File: src/rtl/npc_pkg.sv
// Shared fetch-stage definitions: widths, reset PC, NOP encoding and the fetch FSM states.
// Ports: none (package).
// Optional feature macro used by importers: IFU_MISALIGN_CHECK_EN.
package npc_pkg;

  localparam int unsigned XLEN   = 32;
  localparam int unsigned INST_W = 32;

  localparam logic [XLEN-1:0]   RESET_PC_DEFAULT = 32'h8000_0000;
  localparam logic [INST_W-1:0] NOP_INST         = 32'h0000_0013;

  typedef enum logic [1:0] {
    REQ  = 2'd0,
    WAIT = 2'd1,
    HOLD = 2'd2
  } fetch_state_e;

endpackage

File: src/rtl/ifu_fetch_if.sv
// Fetch-stage bus bundle: instruction-memory request/response, decode handoff and redirect.
// master: the fetch unit; slave: memory/decode/branch side.
// Signals: imem_req_valid/ready, imem_addr, imem_rsp_valid, imem_rdata, inst_valid/ready,
//          instruction, pc, redirect_valid, redirect_pc, misalign_err (IFU_MISALIGN_CHECK_EN only).
interface ifu_fetch_if;
  import npc_pkg::*;

  logic              imem_req_valid;
  logic              imem_req_ready;
  logic [XLEN-1:0]   imem_addr;
  logic              imem_rsp_valid;
  logic [INST_W-1:0] imem_rdata;
  logic              inst_valid;
  logic              inst_ready;
  logic [INST_W-1:0] instruction;
  logic [XLEN-1:0]   pc;
  logic              redirect_valid;
  logic [XLEN-1:0]   redirect_pc;
`ifdef IFU_MISALIGN_CHECK_EN
  logic              misalign_err;
`endif

  modport master (
    output imem_req_valid, imem_addr, inst_valid, instruction, pc,
    input  imem_req_ready, imem_rsp_valid, imem_rdata, inst_ready, redirect_valid, redirect_pc
`ifdef IFU_MISALIGN_CHECK_EN
    , output misalign_err
`endif
  );

  modport slave (
    input  imem_req_valid, imem_addr, inst_valid, instruction, pc,
    output imem_req_ready, imem_rsp_valid, imem_rdata, inst_ready, redirect_valid, redirect_pc
`ifdef IFU_MISALIGN_CHECK_EN
    , input misalign_err
`endif
  );

endinterface

File: src/rtl/ifu_pc_reg.sv
// Program counter with next-PC selection: reset value, redirect target, or sequential +4.
// Ports: clk, rst_n (sync, active-low), inc (advance by 4), redirect_valid/redirect_pc,
//        pc (registered), misalign_err (one-cycle pulse, IFU_MISALIGN_CHECK_EN only).
module ifu_pc_reg
  import npc_pkg::*;
#(
  parameter logic [XLEN-1:0] RESET_PC = RESET_PC_DEFAULT
) (
  input  logic            clk,
  input  logic            rst_n,
  input  logic            inc,
  input  logic            redirect_valid,
  input  logic [XLEN-1:0] redirect_pc,
`ifdef IFU_MISALIGN_CHECK_EN
  output logic            misalign_err,
`endif
  output logic [XLEN-1:0] pc
);

  logic [XLEN-1:0] target_c;

`ifdef IFU_MISALIGN_CHECK_EN
  // Misaligned targets are word-aligned rather than rejected.
  assign target_c = {redirect_pc[XLEN-1:2], 2'b00};

  always_ff @(posedge clk) begin
    if (!rst_n) misalign_err <= 1'b0;
    else        misalign_err <= redirect_valid && (redirect_pc[1:0] != 2'b00);
  end
`else
  assign target_c = redirect_pc;
`endif

  // Redirect outranks the sequential step; +4 wraps naturally at 2^32.
  always_ff @(posedge clk) begin
    if (!rst_n)              pc <= RESET_PC;
    else if (redirect_valid) pc <= target_c;
    else if (inc)            pc <= pc + XLEN'(4);
  end

endmodule

File: src/rtl/ifu_fetch.sv
// Instruction fetch unit: issues one fetch at a time, buffers the returned word and hands it
// to decode; redirects cancel or discard in-flight fetches via a drop flag.
// Ports: clk, rst_n (sync, active-low), bus (ifu_fetch_if.master).
// Parameter: RESET_PC. Optional feature macro: IFU_MISALIGN_CHECK_EN (adds bus.misalign_err).
module ifu_fetch
  import npc_pkg::*;
#(
  parameter logic [XLEN-1:0] RESET_PC = RESET_PC_DEFAULT
) (
  input  logic        clk,
  input  logic        rst_n,
  ifu_fetch_if.master bus
);

  fetch_state_e      state;
  logic              drop;
  logic              req_valid_q;
  logic              inst_valid_q;
  logic [INST_W-1:0] inst_q;
  logic              pc_inc_c;

  assign pc_inc_c = (state == HOLD) && bus.inst_ready && !bus.redirect_valid;

  ifu_pc_reg #(.RESET_PC(RESET_PC)) u_pc_reg (
    .clk            (clk),
    .rst_n          (rst_n),
    .inc            (pc_inc_c),
    .redirect_valid (bus.redirect_valid),
    .redirect_pc    (bus.redirect_pc),
`ifdef IFU_MISALIGN_CHECK_EN
    .misalign_err   (bus.misalign_err),
`endif
    .pc             (bus.pc)
  );

  assign bus.imem_addr      = bus.pc;
  assign bus.imem_req_valid = req_valid_q;
  assign bus.inst_valid     = inst_valid_q;
  assign bus.instruction    = inst_q;

  // Fetch FSM; valid outputs are registered alongside every state change.
  always_ff @(posedge clk) begin
    if (!rst_n) begin
      state        <= REQ;
      drop         <= 1'b0;
      req_valid_q  <= 1'b1;
      inst_valid_q <= 1'b0;
      inst_q       <= NOP_INST;
    end else begin
      case (state)
        REQ: begin
          if (bus.redirect_valid) begin
            // A handshake cancelled by redirect still leaves an orphan response to discard.
            drop <= bus.imem_req_ready || (drop && !bus.imem_rsp_valid);
          end else begin
            drop <= drop && !bus.imem_rsp_valid;
            if (bus.imem_req_ready) begin
              state       <= WAIT;
              req_valid_q <= 1'b0;
            end
          end
        end
        WAIT: begin
          if (bus.imem_rsp_valid) begin
            drop <= 1'b0;
            if (bus.redirect_valid || drop) begin
              state       <= REQ;
              req_valid_q <= 1'b1;
            end else begin
              inst_q       <= bus.imem_rdata;
              state        <= HOLD;
              inst_valid_q <= 1'b1;
            end
          end else if (bus.redirect_valid) begin
            drop <= 1'b1;
          end
        end
        HOLD: begin
          if (bus.redirect_valid || bus.inst_ready) begin
            state        <= REQ;
            req_valid_q  <= 1'b1;
            inst_valid_q <= 1'b0;
          end
        end
        default: begin
          state        <= REQ;
          drop         <= 1'b0;
          req_valid_q  <= 1'b1;
          inst_valid_q <= 1'b0;
        end
      endcase
    end
  end

endmodule

File: src/flat_wrapper.sv
// flat-port wrapper written by rule: the top's interface ports become plain ports
module ifu_fetch_flat import npc_pkg::*;
#(
  parameter logic [XLEN-1:0] RESET_PC = RESET_PC_DEFAULT
)
  (clk, rst_n, bus_imem_req_valid, bus_imem_addr, bus_inst_valid, bus_instruction, bus_pc, bus_imem_req_ready, bus_imem_rsp_valid, bus_imem_rdata, bus_inst_ready, bus_redirect_valid, bus_redirect_pc);
  ifu_fetch_if bus_i ();
  input  logic clk;
  input  logic rst_n;
  output wire logic [$bits(bus_i.imem_req_valid)-1:0] bus_imem_req_valid;
  output wire logic [$bits(bus_i.imem_addr)-1:0] bus_imem_addr;
  output wire logic [$bits(bus_i.inst_valid)-1:0] bus_inst_valid;
  output wire logic [$bits(bus_i.instruction)-1:0] bus_instruction;
  output wire logic [$bits(bus_i.pc)-1:0] bus_pc;
  input wire logic [$bits(bus_i.imem_req_ready)-1:0] bus_imem_req_ready;
  input wire logic [$bits(bus_i.imem_rsp_valid)-1:0] bus_imem_rsp_valid;
  input wire logic [$bits(bus_i.imem_rdata)-1:0] bus_imem_rdata;
  input wire logic [$bits(bus_i.inst_ready)-1:0] bus_inst_ready;
  input wire logic [$bits(bus_i.redirect_valid)-1:0] bus_redirect_valid;
  input wire logic [$bits(bus_i.redirect_pc)-1:0] bus_redirect_pc;
  assign bus_imem_req_valid = bus_i.imem_req_valid;
  assign bus_imem_addr = bus_i.imem_addr;
  assign bus_inst_valid = bus_i.inst_valid;
  assign bus_instruction = bus_i.instruction;
  assign bus_pc = bus_i.pc;
  assign bus_i.imem_req_ready = bus_imem_req_ready;
  assign bus_i.imem_rsp_valid = bus_imem_rsp_valid;
  assign bus_i.imem_rdata = bus_imem_rdata;
  assign bus_i.inst_ready = bus_inst_ready;
  assign bus_i.redirect_valid = bus_redirect_valid;
  assign bus_i.redirect_pc = bus_redirect_pc;
  ifu_fetch #(.RESET_PC(RESET_PC)) u_core (.clk(clk), .rst_n(rst_n), .bus(bus_i));
endmodule
File: config.mk
export PLATFORM = sky130hd
export DESIGN_NAME = ifu_fetch_flat
export DESIGN_NICKNAME = d
export VERILOG_FILES = /design/src/rtl/npc_pkg.sv /design/src/rtl/ifu_fetch_if.sv /design/src/rtl/ifu_pc_reg.sv /design/src/rtl/ifu_fetch.sv /design/src/flat_wrapper.sv
export SDC_FILE = /design/constraint.sdc
export NUM_CORES = 1
export LEC_CHECK = 0
export ABC_AREA = 1
export CAP_MARGIN = 20
export CORE_MARGIN = 2
export CORE_UTILIZATION = 38
export DETAILED_ROUTE_END_ITERATION = 8
export GPL_TIMING_DRIVEN = 0
export PLACE_DENSITY = 0.77
export REMOVE_ABC_BUFFERS = 1
export SLEW_MARGIN = 25
export SYNTH_ARGS = -nofsm -noshare
export SYNTH_HDL_FRONTEND = slang
export SYNTH_HIERARCHICAL = 1
export SYNTH_SLANG_ARGS = --single-unit
export TNS_END_PERCENT = 10
File: constraint.sdc
create_clock -name clk -period 1.73 [get_ports clk]
set_input_delay 0.173 -clock clk [delete_from_list [all_inputs] [get_ports clk]]
set_output_delay 0.173 -clock clk [all_outputs]
set_load 0.05 [all_outputs]
* Word-level counts from Yosys, hierarchy flattened
Cells that the tools add are included.
Cells by class: add/sub/neg operators 1, multipliers 0, div/mod/pow operators 0, order comparisons 0, equality and inequality tests 9, shift operators 0, muxes and demuxes 22, bitwise gates (word level) 3, reduce and logical (&&, ||, !) cells 15
Operators with widths (count):
- $mux W32 | 2
- $add A32 B3 Y32 const B | 1
- $mux W1 | 11
- $mux W2 | 5
- $ne A2 B2 Y1 const B | 5
- $pmux W1 S3 | 3
- $reduce_and A4 Y1 | 2
- $pmux W2 S3 | 1
- $reduce_and A5 Y1 | 1
- $logic_and A1 B1 Y1 | 3
- $logic_or A1 B1 Y1 | 3
- $ne A3 B3 Y1 const B | 1
- $not A1 Y1 | 3
- $reduce_and A3 Y1 | 1
- $eq A2 B1 Y1 const B | 1
- $eq A2 B2 Y1 const B | 1
- $logic_not A1 Y1 | 2
- $logic_not A2 Y1 | 1
- $ne A2 B1 Y1 const B | 1
- $reduce_and A2 Y1 | 1
- $reduce_bool A2 Y1 | 1
Storage, ports and cells: register bits after elaboration 69, latch bits 0, memory bits (writable) 0, memory bits (read-only) 0, bits of input ports 70, memories kept 0

* Logic depth before layout (Yosys ltp)
Gate-level depths: netlist (run 1).
depth after elaboration 5, gate-level depth with buffers 10, depth with buffers taken out 10

* Cells and area by module
Netlist (run 1), hierarchy kept.
By module, submodules not included:
- ifu_pc_reg | times used 1, cells an instance 336, area an instance 2095.8 sq um
- ifu_fetch | times used 1, cells an instance 217, area an instance 1672.9 sq um

* Worst setup path after synthesis (run 1)
Ideal clock, no wire load.
path type flip-flop to flip-flop, start point register u_core.u_pc_reg.pc[3], end point register u_core.u_pc_reg.pc[14], library setup time 0.070 ns, arrival time 1.704 ns, required time 1.660 ns, setup slack -0.044 ns, cell stages (with the launch flop) 9, path buffers 0, path through dfxtp_1 -> ha_1 -> inv_1 -> nor2_2 -> nand2_2 -> nor2_2 -> nand2_1 -> xor2_1 -> a21oi_1
On the way: longest elaborated chain between the ends 3
RTL lines:
- start, declared | line ifu_pc_reg.sv:17 | output logic [XLEN-1:0] pc
- start signal, assigned | line ifu_pc_reg.sv:37 | else if (redirect_valid) pc <= target_c;
- start signal, assigned | line ifu_pc_reg.sv:38 | else if (inc) pc <= pc + XLEN'(4);
- $add A32 B3 Y32 | line ifu_pc_reg.sv:38
- $mux W32 | line ifu_pc_reg.sv:38
- $mux W32 | line ifu_pc_reg.sv:37
No other way between the ends. The select of a mux whose other input is x is not followed. A chain may end at the register's enable or synchronous reset.

* Worst setup path in the final report (run 1)
start point register u_core.inst_q[26], in the netlist u_core/bus.instruction[26], end point output bus_instruction[26]
RTL lines:
- start, declared | line ifu_fetch.sv:19 | logic [INST_W-1:0] inst_q;
- start signal, assigned | line ifu_fetch.sv:70 | inst_q <= bus.imem_rdata;
- end, declared | line flat_wrapper.sv:13 | output wire logic [$bits(bus_i.instruction)-1:0] bus_instruction;
No word-level cell between the ends.

==> results of run 1 <==
[per-stage QoR]
step                cell area [µm²]  instances  setup slack (ps)  hold slack (ps)  setup TNS [ps]
CTS                            5430        822              8.56              316               0
global placement               5240        802             -2520              444          -91710
detailed placement             5250        803              -818              456          -16900
finish                         5500        824              37.4              338               0
global route                   5500        824             -56.2              359           -56.2
floorplan                      3400        502              -621              258          -10920
[path summary, 6_finish.rpt]
check,to,start,cells past startpoint
setup / recovery,bus_instruction[26],u_core/bus.instruction[26],1
hold / removal,u_core/bus.instruction[4],rst_n,2
setup reg to reg,u_core/u_pc_reg/pc[4],u_core/state[0],9
hold reg to reg,u_core/bus.imem_req_valid,u_core/bus.imem_req_valid,2
[sequential cells by signal (all words and copies together), names as in the netlist]
signal / cells
u_core/bus.instruction: 32
u_core/u_pc_reg/pc: 32
u_core/state: 2
u_core/bus.imem_req_valid: 1
u_core/bus.inst_valid: 1
u_core/drop: 1
[kinds of logic (layout without fill, tap and decap cells)]
logic type      after synthesis  count (layout)  synth area share (%)
compound gates               99              99                  15.1
fa+ha+maj                     1               1                 0.332
flops                        69              69                  36.7
simple gates                289             290                  32.1
xor+xnor                     11              11                  2.56
buf+inv                      84             221                  13.2
[layer usage]
layer | wire, µm | vias up | GRT usage (%)
li1 | - | 2026 | -
met1 | 4380 | 1838 | 22.8
met2 | 5350 | 206 | 35.6
met3 | 1290 | 25 | 8.81
met4 | 294 | 0 | 9.56
met5 | 0 | - | 0
[repair_timing]
| action | 4_1_cts | 5_1_grt |
|---|---|---|
| gates cloned | 1 | 0 |
| endpoints found under the setup margin | 91 | 32 |
| resized for setup | 67 | 25 |
| setup buffers | 2 | 2 |
| hold buffers | 0 | 0 |
| pin swaps | 3 | 3 |
[cell type report]
cell class / count / area share, %
multi-input combinational: 401 / 35.2
sequential: 69 / 25.2
inverter: 33 / 2.34
clock buffer: 13 / 3.07
tap: 133 / 3.02
timing repair buffer: 172 / 30.4
clock inverter: 3 / 0.773
[power by group through the flow]
stage | sequential (mW) | combinational [mW] | clock, mW
floorplan | 2.30 | 0.274 | 0
global placement | 1.83 | 1.25 | 0
detailed placement | 1.84 | 1.27 | 0
CTS | 1.80 | 1.23 | 1.45
global route | 1.82 | 1.30 | 1.51
finish | 1.80 | 1.22 | 1.40
[placed cells by master, fill, tap and decap left out, types with 20 or more instances in the layout]
cell type | synthesis | layout
nor2_1 | 112 | 111
clkdlybuf4s50_1 | 0 | 86
a21oi_1 | 28 | 27
dfxtp_1 | 69 | 65
o21ai_0 | 31 | 31
dlygate4sd2_1 | 0 | 61
nand3_1 | 27 | 27
nand2_1 | 125 | 124
inv_1 | 29 | 27
a22oi_1 | 20 | 20
==> results.txt, run 1 <==
Final Hold Vio Count: 0
Setup slack, reg-to-reg: 100 ps
Synth Warn #: 6
Clk_lat worst skew: 350 ps
Routability congestion estimate: 1.01
Clk slew on worst S/H paths: 70 ps
Crit Path Class: reg2out
Worst-path maximum fanout: 2
Internal Power: 2.90 mW
Worst VDD drop: 0.476 mV
Placement Rows: 36
Full die area: 10700 µm²
Top-area cell type share of the netlist area: 36.7%
Outcome: finished, final reports clean
#FFs+latches synth: 69
WL final: 11300 µm
Area delta synth->final: 46.0%
Htree depth: 3
CTS buffer count: 9
Switching Fraction: 34.4%
Die Wd: 104 µm
Ratio of cells with drive above 1 in the final layout: 8.10%
Detailed Place HPWL: 8170 µm
Multi-input gate area: 1940 µm²
CP bufs+invs: 1
Clk buf depth: 2
Synth cell count leaders: 125 x nand2_1, 112 x nor2_1, 69 x dfxtp_1, 33 x buf_4, 31 x o21ai_0
Via count: 4095
Mean Syn Cell Area: 6.81 µm²
Detailed Route Iter0 Violations: 133
Post-Syn Instances: 553
I/O Pins: 168
Vias per cell: 4.97
GRT overflow: 0
Max incr delay on CP: 820 ps
Hold Path Class: in2reg
Core area: 9680 µm²
Area contributors post-synth: dfxtp_1 37%, nand2_1 12%, nor2_1 11%
CP max stage cell: clkdlybuf4s50_1
Least-Margin Pin Slew: 830 ps
First-pass GRT wire length: 18500 µm
Leakage: 2.53 nW
Antenna violations before repair: 0
Worst EP required: 1560 ps
Die span in y: 104 µm
CP Cell Sequence: clkdlybuf4s50_1
Crit. End Element: output pin
Pwr/cell area: 804 nW/µm²
Largest area contributor in the netlist: dfxtp_1
TritonCTS clock tree: done
Count leader, synth: nand2_1
Comb power frac: 27.5%
Startpoint types: flop
Synthesized cell area: 3770 µm²
Antenna Cells: 0
DR pass1 iterations: 4
Storage element area: 1390 µm²
Final Critical Period: 1690 ps
# fillers: 909
Period utilization: 97.8%
# clock sinks: 69
Antenna Nets Post-Route: 0
Rel. slew slack: 44.7%
Final setup skew: 11.8 ps
Fraction of power consumed by sequential logic: 40.7%
Fmax: 591 MHz
Vias in the first global route: 3978
Max-cap viol count: 0
Initial Util: 38.9%
EDFF count, synth: 0
DRC: 0
Global-route usage over all layers: 21.0%
Final Util: 56.8%
Register area share after synthesis: 36.7%
Setup violations, final: 0
Clock root cell: clkbuf_8
WP data arrival: 1520 ps
Distinct cell type count after synthesis: 31
Psw: 1.52 mW
Number of port buffers: 167
# nets final: 757
Wire per inst: 13.7 µm
Slew Viols, Final: 0
Ys flop type: dfxtp_1
Cell family with most CP delay: buffers and inverters
Largest net degree at the start of global routing: 43
Clock power frac: 31.7%
Power Total: 4.42 mW
Asr flop ratio synth: 0%
Note: power is estimated with default switching activity, not from simulation.
==> inputs of run 2 (changes only) <==
- ABC_CLOCK_PERIOD_IN_PS: not set -> 1730
- CORE_UTILIZATION: 38 -> 39
- PLACE_DENSITY: 0.77 -> 0.78
- SETUP_SLACK_MARGIN: not set -> 0.2
- SYNTH_HIERARCHICAL: 1 -> not set
==> results.txt, run 2 <==
Pwr/cell area: 773 nW/µm² (was 804 nW/µm²)
Via count: 4409 (was 4095)
Worst VDD drop: 0.444 mV (was 0.476 mV)
Antenna Nets Post-Route: 0 (unchanged)
Period utilization: 89.2% (was 97.8%)
WP data arrival: 1370 ps (was 1520 ps)
Slew Viols, Final: 0 (unchanged)
Detailed Place HPWL: 8700 µm (was 8170 µm)
Area delta synth->final: 48.3% (was 46.0%)
Setup violations, final: 0 (unchanged)
Max incr delay on CP: 520 ps (was 820 ps)
Reg2Reg Depth: 10 (was 9)
Number of port buffers: 167 (unchanged)
Rel. slew slack: 41.3% (was 44.7%)
Metal1 wirelength: 5030 µm (was 4380 µm)
Synth Warn #: 0 (was 6)
Metal3 WL: 1290 µm (about the same)
Max layer used: met4 (unchanged)
Clock root cell: clkbuf_8 (unchanged)
GRT overflow: 0 (unchanged)
Power Total: 4.47 mW (was 4.42 mW)
Clk buf depth: 2 (unchanged)
Clk slew on worst S/H paths: 80 ps (was 70 ps)
Outcome: finished, final reports clean (unchanged)
Htree depth: 3 (unchanged)
Crit Path Class: reg2out (unchanged)
First-pass GRT wire length: 20600 µm (was 18500 µm)
Final Critical Period: 1540 ps (was 1690 ps)
Largest area contributor in the netlist: dfxtp_1 (unchanged)
Initial Util: 40.1% (was 38.9%)
Distinct cell type count after synthesis: 35 (was 31)
Ratio of cells with drive above 1 in the final layout: 15.5% (was 8.10%)
Hold Slack: 228 ps (was 338 ps)
Crit. End Element: output pin (unchanged)
Register area share after synthesis: 35.4% (was 36.7%)
I/O Pins: 168 (unchanged)
Final setup skew: 8.04 ps (was 11.8 ps)
Core area: 9730 µm² (was 9680 µm²)
Clk_lat worst skew: 350 ps (about the same)
Fmax: 648 MHz (was 591 MHz)
RSZ-0062 raised after global routing: true
CP max stage cell: dlygate4sd2_1 (was clkdlybuf4s50_1)
DRC: 0 (unchanged)
Placement Rows: 36 (unchanged)
R2R Path End: u_core.u_pc_reg.pc[20] (was u_core/u_pc_reg/pc[4])
Full die area: 10800 µm² (was 10700 µm²)
WL final: 12600 µm (was 11300 µm)
Max-cap viol count: 0 (unchanged)
Detailed Route Iter0 Violations: 196 (was 133)
Ys flop type: dfxtp_1 (unchanged)
FF-to-FF Start: u_core.u_pc_reg.pc[3] (was u_core/state[0])
Startpoint types: flop (unchanged)
TritonCTS clock tree: done (unchanged)
Worst-path maximum fanout: 5 (was 2)
Antenna Cells: 0 (unchanged)
Routability congestion estimate: 0.913 (was 1.01)
Wire per inst: 14.7 µm (was 13.7 µm)
Asr flop ratio synth: 0% (unchanged)
Synth cell count leaders: 127 x nor2_1, 126 x nand2_1, 69 x dfxtp_1, 43 x nand3_1, 40 x o21ai_0 (was 125 x nand2_1, 112 x nor2_1, 69 x dfxtp_1, 33 x buf_4, 31 x o21ai_0)
Antenna violations before repair: 0 (unchanged)
Most frequent cells in the layout: 121 x nand2_1, 118 x nor2_1, 79 x dlygate4sd2_1 (was 124 x nand2_1, 111 x nor2_1, 86 x clkdlybuf4s50_1)
Synthesized cell area: 3900 µm² (was 3770 µm²)
HP Start: rst_n (unchanged)
Most common cell after layout, fill and taps aside: nand2_1 (unchanged)
DR pass1 iterations: 4 (unchanged)
Leakage: 2.53 nW (about the same)
Least-Margin Pin Slew: 880 ps (was 830 ps)
CTS buffer count: 9 (unchanged)
Hold Path Class: in2reg (unchanged)
Global-route usage over all layers: 23.0% (was 21.0%)
Largest net degree at the start of global routing: 48 (was 43)
CP Cell Sequence: buf_4, dlygate4sd2_1 (was clkdlybuf4s50_1)
Met2 routed WL: 6110 µm (was 5350 µm)
Die Wd: 104 µm (about the same)
# clock sinks: 69 (unchanged)
Hold path endpoint: u_core.u_pc_reg.pc[16] (was u_core/bus.instruction[4])
Post-Syn Instances: 594 (was 553)
Setup slack, reg-to-reg: 220 ps (was 100 ps)
Worst EP required: 1560 ps (about the same)
#FFs+latches synth: 69 (unchanged)
Vias in the first global route: 4365 (was 3978)
Vias per cell: 5.11 (was 4.97)
# hold bufs at CTS: 0 (unchanged)
Mean Syn Cell Area: 6.56 µm² (was 6.81 µm²)
Count leader, synth: nor2_1 (was nand2_1)
Final Hold Vio Count: 0 (unchanged)
Die span in y: 104 µm (about the same)
Area contributors post-synth: dfxtp_1 35%, nor2_1 12%, nand2_1 12% (was dfxtp_1 37%, nand2_1 12%, nor2_1 11%)
WHS Path Cells: 3 (was 2)
EDFF count, synth: 0 (unchanged)
Top-area cell type share of the netlist area: 35.4% (was 36.7%)
# nets final: 795 (was 757)
-- run 2: changes by cell type in the layout (fill, tap and decap cells not counted), sizes merged, moves of 7 or more --
cell / before / now
a22oi: 20 / 0
clkdlybuf4s15: 0 / 19
clkdlybuf4s50: 86 / 67
nor2: 124 / 143
dlygate4sd2: 61 / 79
dlymetal6s2s: 18 / 0
nand3: 27 / 45
nor3: 3 / 10
-- run 2: worst max path at each step --
stage / start / end / slack (ps)
2_1_floorplan: u_core.u_pc_reg.pc[3] / u_core.u_pc_reg.pc[16] / -590
3_3_place_gp: bus_redirect_valid / u_core.u_pc_reg.pc[17] / -2090
3_5_place_dp: bus_redirect_valid / u_core.bus.instruction[2] / -610
4_1_cts: u_core.state[0] / u_core.u_pc_reg.pc[12] / 80
5_1_grt: u_core.u_pc_reg.pc[5] / u_core.u_pc_reg.pc[13] / 140
6_report: u_core.u_pc_reg.pc[2] / bus_imem_addr[2] / 190
-- run 2: stage by stage --
stage	area, µm²	utilization (%)	setup WS, ps	setup TNS, ps	std cells
floorplan	3540	-	-588	-11070	536
global placement	5380	55.2	-2090	-125000	836
detailed placement	5400	55.5	-608	-25220	837
CTS	5630	57.8	83.6	0	855
global route	5780	59.4	140	0	862
finish	5780	59.4	187	0	862
-- run 2: metal layers --
layer	vias to the layer above	global-route usage [%]
li1	2159	-
met1	2020	26.3
met2	212	40.6
met3	18	7.64
met4	0	6.47
met5	-	0
-- run 2: power by group --
part	leakage (nW)	switching [mW]	internal [mW]
Combinational	1.84	0.786	0.385
Sequential	0.575	0.104	1.68
Clock	0.112	0.657	0.849
-- run 2: final cells by class --
| type | instances | area [µm²] |
|---|---|---|
| Multi-Input combinational cell | 435 | 2160 |
| Clock buffer | 10 | 138 |
| Sequential cell | 69 | 1430 |
| Fill cell | 930 | 3950 |
| Clock inverter | 6 | 86.3 |
| Inverter | 34 | 135 |
| Tap cell | 133 | 166 |
| Timing Repair Buffer | 175 | 1670 |
-- run 2: critical path: cells and delay by family, from the launching register on --
| kind | cells | cell delay [ps] |
|---|---|---|
| buffers and inverters | 2 | 640 |
| flip-flops | 1 | 390 |
-- run 2: repair_timing --
action | in CTS | in global routing
resized for setup | 152 | 37
setup endpoints to repair | 162 | 57
gates cloned | 1 | 1
buffers inserted | 1 | 6
pin swaps | 17 | 6
-- run 2: cell families (layout without fill, tap and decap cells) --
kind of cell / count (synthesis) / in the layout / synth area share [%]
and+or+nand+nor: 336 / 338 / 37.4
adders and majority gates: 1 / 1 / 0.321
xor gates and xnor gates: 1 / 1 / 0.225
AOI/OAI and AO/OA: 95 / 95 / 14.1
DFF: 69 / 69 / 35.4
buffers and inverters: 92 / 225 / 12.6
==> inputs of run 3 (changes only) <==
- PLACE_DENSITY: 0.78 -> 0.82
- RECOVER_POWER: not set -> 100
==> results.txt, run 3 (same netlist as run 2, synthesis figures left out) <==
Outcome: finished, final reports clean (unchanged)
Least-Margin Pin Slew: 890 ps (was 880 ps)
Hold path endpoint: u_core.u_pc_reg.pc[3] (was u_core.u_pc_reg.pc[16])
Hold Path Class: in2reg (unchanged)
Core area: 9730 µm² (unchanged)
Detailed Place HPWL: 9000 µm (was 8700 µm)
Routability congestion estimate: 0.901 (was 0.913)
Reg2Reg Depth: 7 (was 10)
Post-route cell area: 5720 µm² (was 5780 µm²)
Slew Viols, Final: 0 (unchanged)
Worst EP required: 1930 ps (was 1560 ps)
Initial Util: 40.1% (unchanged)
Detailed Route Iter0 Violations: 207 (was 196)
# fillers: 961 (was 930)
Setup slack, reg-to-reg: 130 ps (was 220 ps)
RSZ-0062 raised after global routing: true (unchanged)
Most frequent cells in the layout: 122 x nor2_1, 119 x nand2_1, 86 x dlygate4sd2_1 (was 121 x nand2_1, 118 x nor2_1, 79 x dlygate4sd2_1)
Largest net degree at the start of global routing: 37 (was 48)
Final Hold Vio Count: 0 (unchanged)
Cell count after placement: 838 (was 837)
WHS Path Cells: 3 (unchanged)
Antenna Cells: 0 (unchanged)
TritonCTS clock tree: done (unchanged)
Worst VDD drop: 0.516 mV (was 0.444 mV)
First-pass GRT wire length: 20700 µm (was 20600 µm)
Placement Rows: 36 (unchanged)
Rel. slew slack: 40.6% (was 41.3%)
Full die area: 10800 µm² (unchanged)
CTS buffer count: 9 (unchanged)
Period utilization: 92.4% (was 89.2%)
Ratio of cells with drive above 1 in the final layout: 13.0% (was 15.5%)
Clock root cell: clkbuf_8 (unchanged)
DR pass1 iterations: 5 (was 4)
HP Start: bus_redirect_valid (was rst_n)
Multi-input gate area: 2150 µm² (was 2160 µm²)
Most common cell after layout, fill and taps aside: nor2_1 (was nand2_1)
Global-route usage over all layers: 23.3% (was 23.0%)
Via count: 4460 (was 4409)
Area delta synth->final: 46.8% (was 48.3%)
GRT overflow: 0 (unchanged)
Final Critical Period: 1600 ps (was 1540 ps)
Max-cap viol count: 0 (unchanged)
# hold bufs at CTS: 0 (unchanged)
# clock sinks: 69 (unchanged)
Startpoint types: flop (unchanged)
FF-to-FF Start: u_core.u_pc_reg.pc[6] (was u_core.u_pc_reg.pc[3])
Die Wd: 104 µm (unchanged)
Crit. End Element: flop (was output pin)
I/O Pins: 168 (unchanged)
Antenna Nets Post-Route: 0 (unchanged)
Htree depth: 3 (unchanged)
TNS Setup: 0 ps (unchanged)
Final setup skew: 9.92 ps (was 8.04 ps)
Leakage: 2.55 nW (was 2.53 nW)
Fmax: 626 MHz (was 648 MHz)
Die span in y: 104 µm (unchanged)
Number of port buffers: 167 (unchanged)
DRC: 0 (unchanged)
Clk slew on worst S/H paths: 80 ps (about the same)
Vias per cell: 5.13 (was 5.11)
Wire per inst: 15.2 µm (was 14.7 µm)
Pwr/cell area: 747 nW/µm² (was 773 nW/µm²)
Storage element area: 1410 µm² (was 1430 µm²)
WP data arrival: 1800 ps (was 1370 ps)
R2R Path End: u_core.u_pc_reg.pc[23] (was u_core.u_pc_reg.pc[20])
Setup violations, final: 0 (unchanged)
Antenna violations before repair: 0 (unchanged)
Placed instance area: 5430 µm² (was 5400 µm²)
Crit Path Class: reg2reg (was reg2out)
WL final: 13200 µm (was 12600 µm)
# nets final: 802 (was 795)
Non-filler instance count after layout: 869 (was 862)
Vias in the first global route: 4311 (was 4365)
Clk_lat worst skew: 350 ps (about the same)
Worst-path maximum fanout: 6 (was 5)
Clk buf depth: 2 (unchanged)
run 3: worst max path at each step:
stage	start	to
4_1_cts	u_core.state[0]	u_core.u_pc_reg.pc[19]
3_3_place_gp	bus_redirect_valid	u_core.u_pc_reg.pc[17]
6_report	u_core.u_pc_reg.pc[6]	u_core.u_pc_reg.pc[23]
3_5_place_dp	bus_redirect_valid	u_core.bus.instruction[19]
5_1_grt	u_core.u_pc_reg.pc[6]	u_core.u_pc_reg.pc[23]
2_1_floorplan	u_core.u_pc_reg.pc[3]	u_core.u_pc_reg.pc[16]
run 3: where the power goes:
part	switching, mW	internal [mW]	total [mW]
combinational	0.788	0.380	1.17
sequential	0.105	1.68	1.79
clock	0.648	0.673	1.32
run 3: repair_timing:
action                                  CTS  global route
gates cloned                              1             1
endpoints found under the setup margin  159            88
gates resized for setup                 138            46
buffers inserted                          1            12
pin swaps                                15            15
run 3: per-layer routing:
metal,wire length [µm],track usage (%),vias up,share of wire (%)
met2,6600,40.2,196,50
met4,284,11.9,0,2.2
met3,1120,6.95,22,8.5
met1,5200,26.0,2067,39
li1,-,-,2175,-
met5,0,0,-,0
run 3: area by class of cell:
cell class | count | share of cell area [%]
Multi-Input combinational cell | 435 | 37.6
Timing Repair Buffer | 182 | 29.1
Sequential cell | 69 | 24.7
Clock buffer | 13 | 3.13
Tap cell | 133 | 2.91
Inverter | 34 | 2.36
Clock inverter | 3 | 0.306
run 3: critical path: stages, from the launching register on:
cell,delay (ps)
dfxtp_1,420
nand2_1,150
inv_1,200
nand3_2,170
nor2_4,190
nand3_1,100
o21ai_1,140
a21oi_1,80
run 3: metrics by stage:
step	hold slack, ps	total power, mW	setup WS, ps	utilization, %
global placement	438	3.01	-2070	55.2
finish	220	4.28	132	58.8
CTS	224	4.27	26.0	57.5
floorplan	258	2.50	-588	-
detailed placement	446	3.04	-1040	55.8
global route	239	4.43	-0.244	58.8
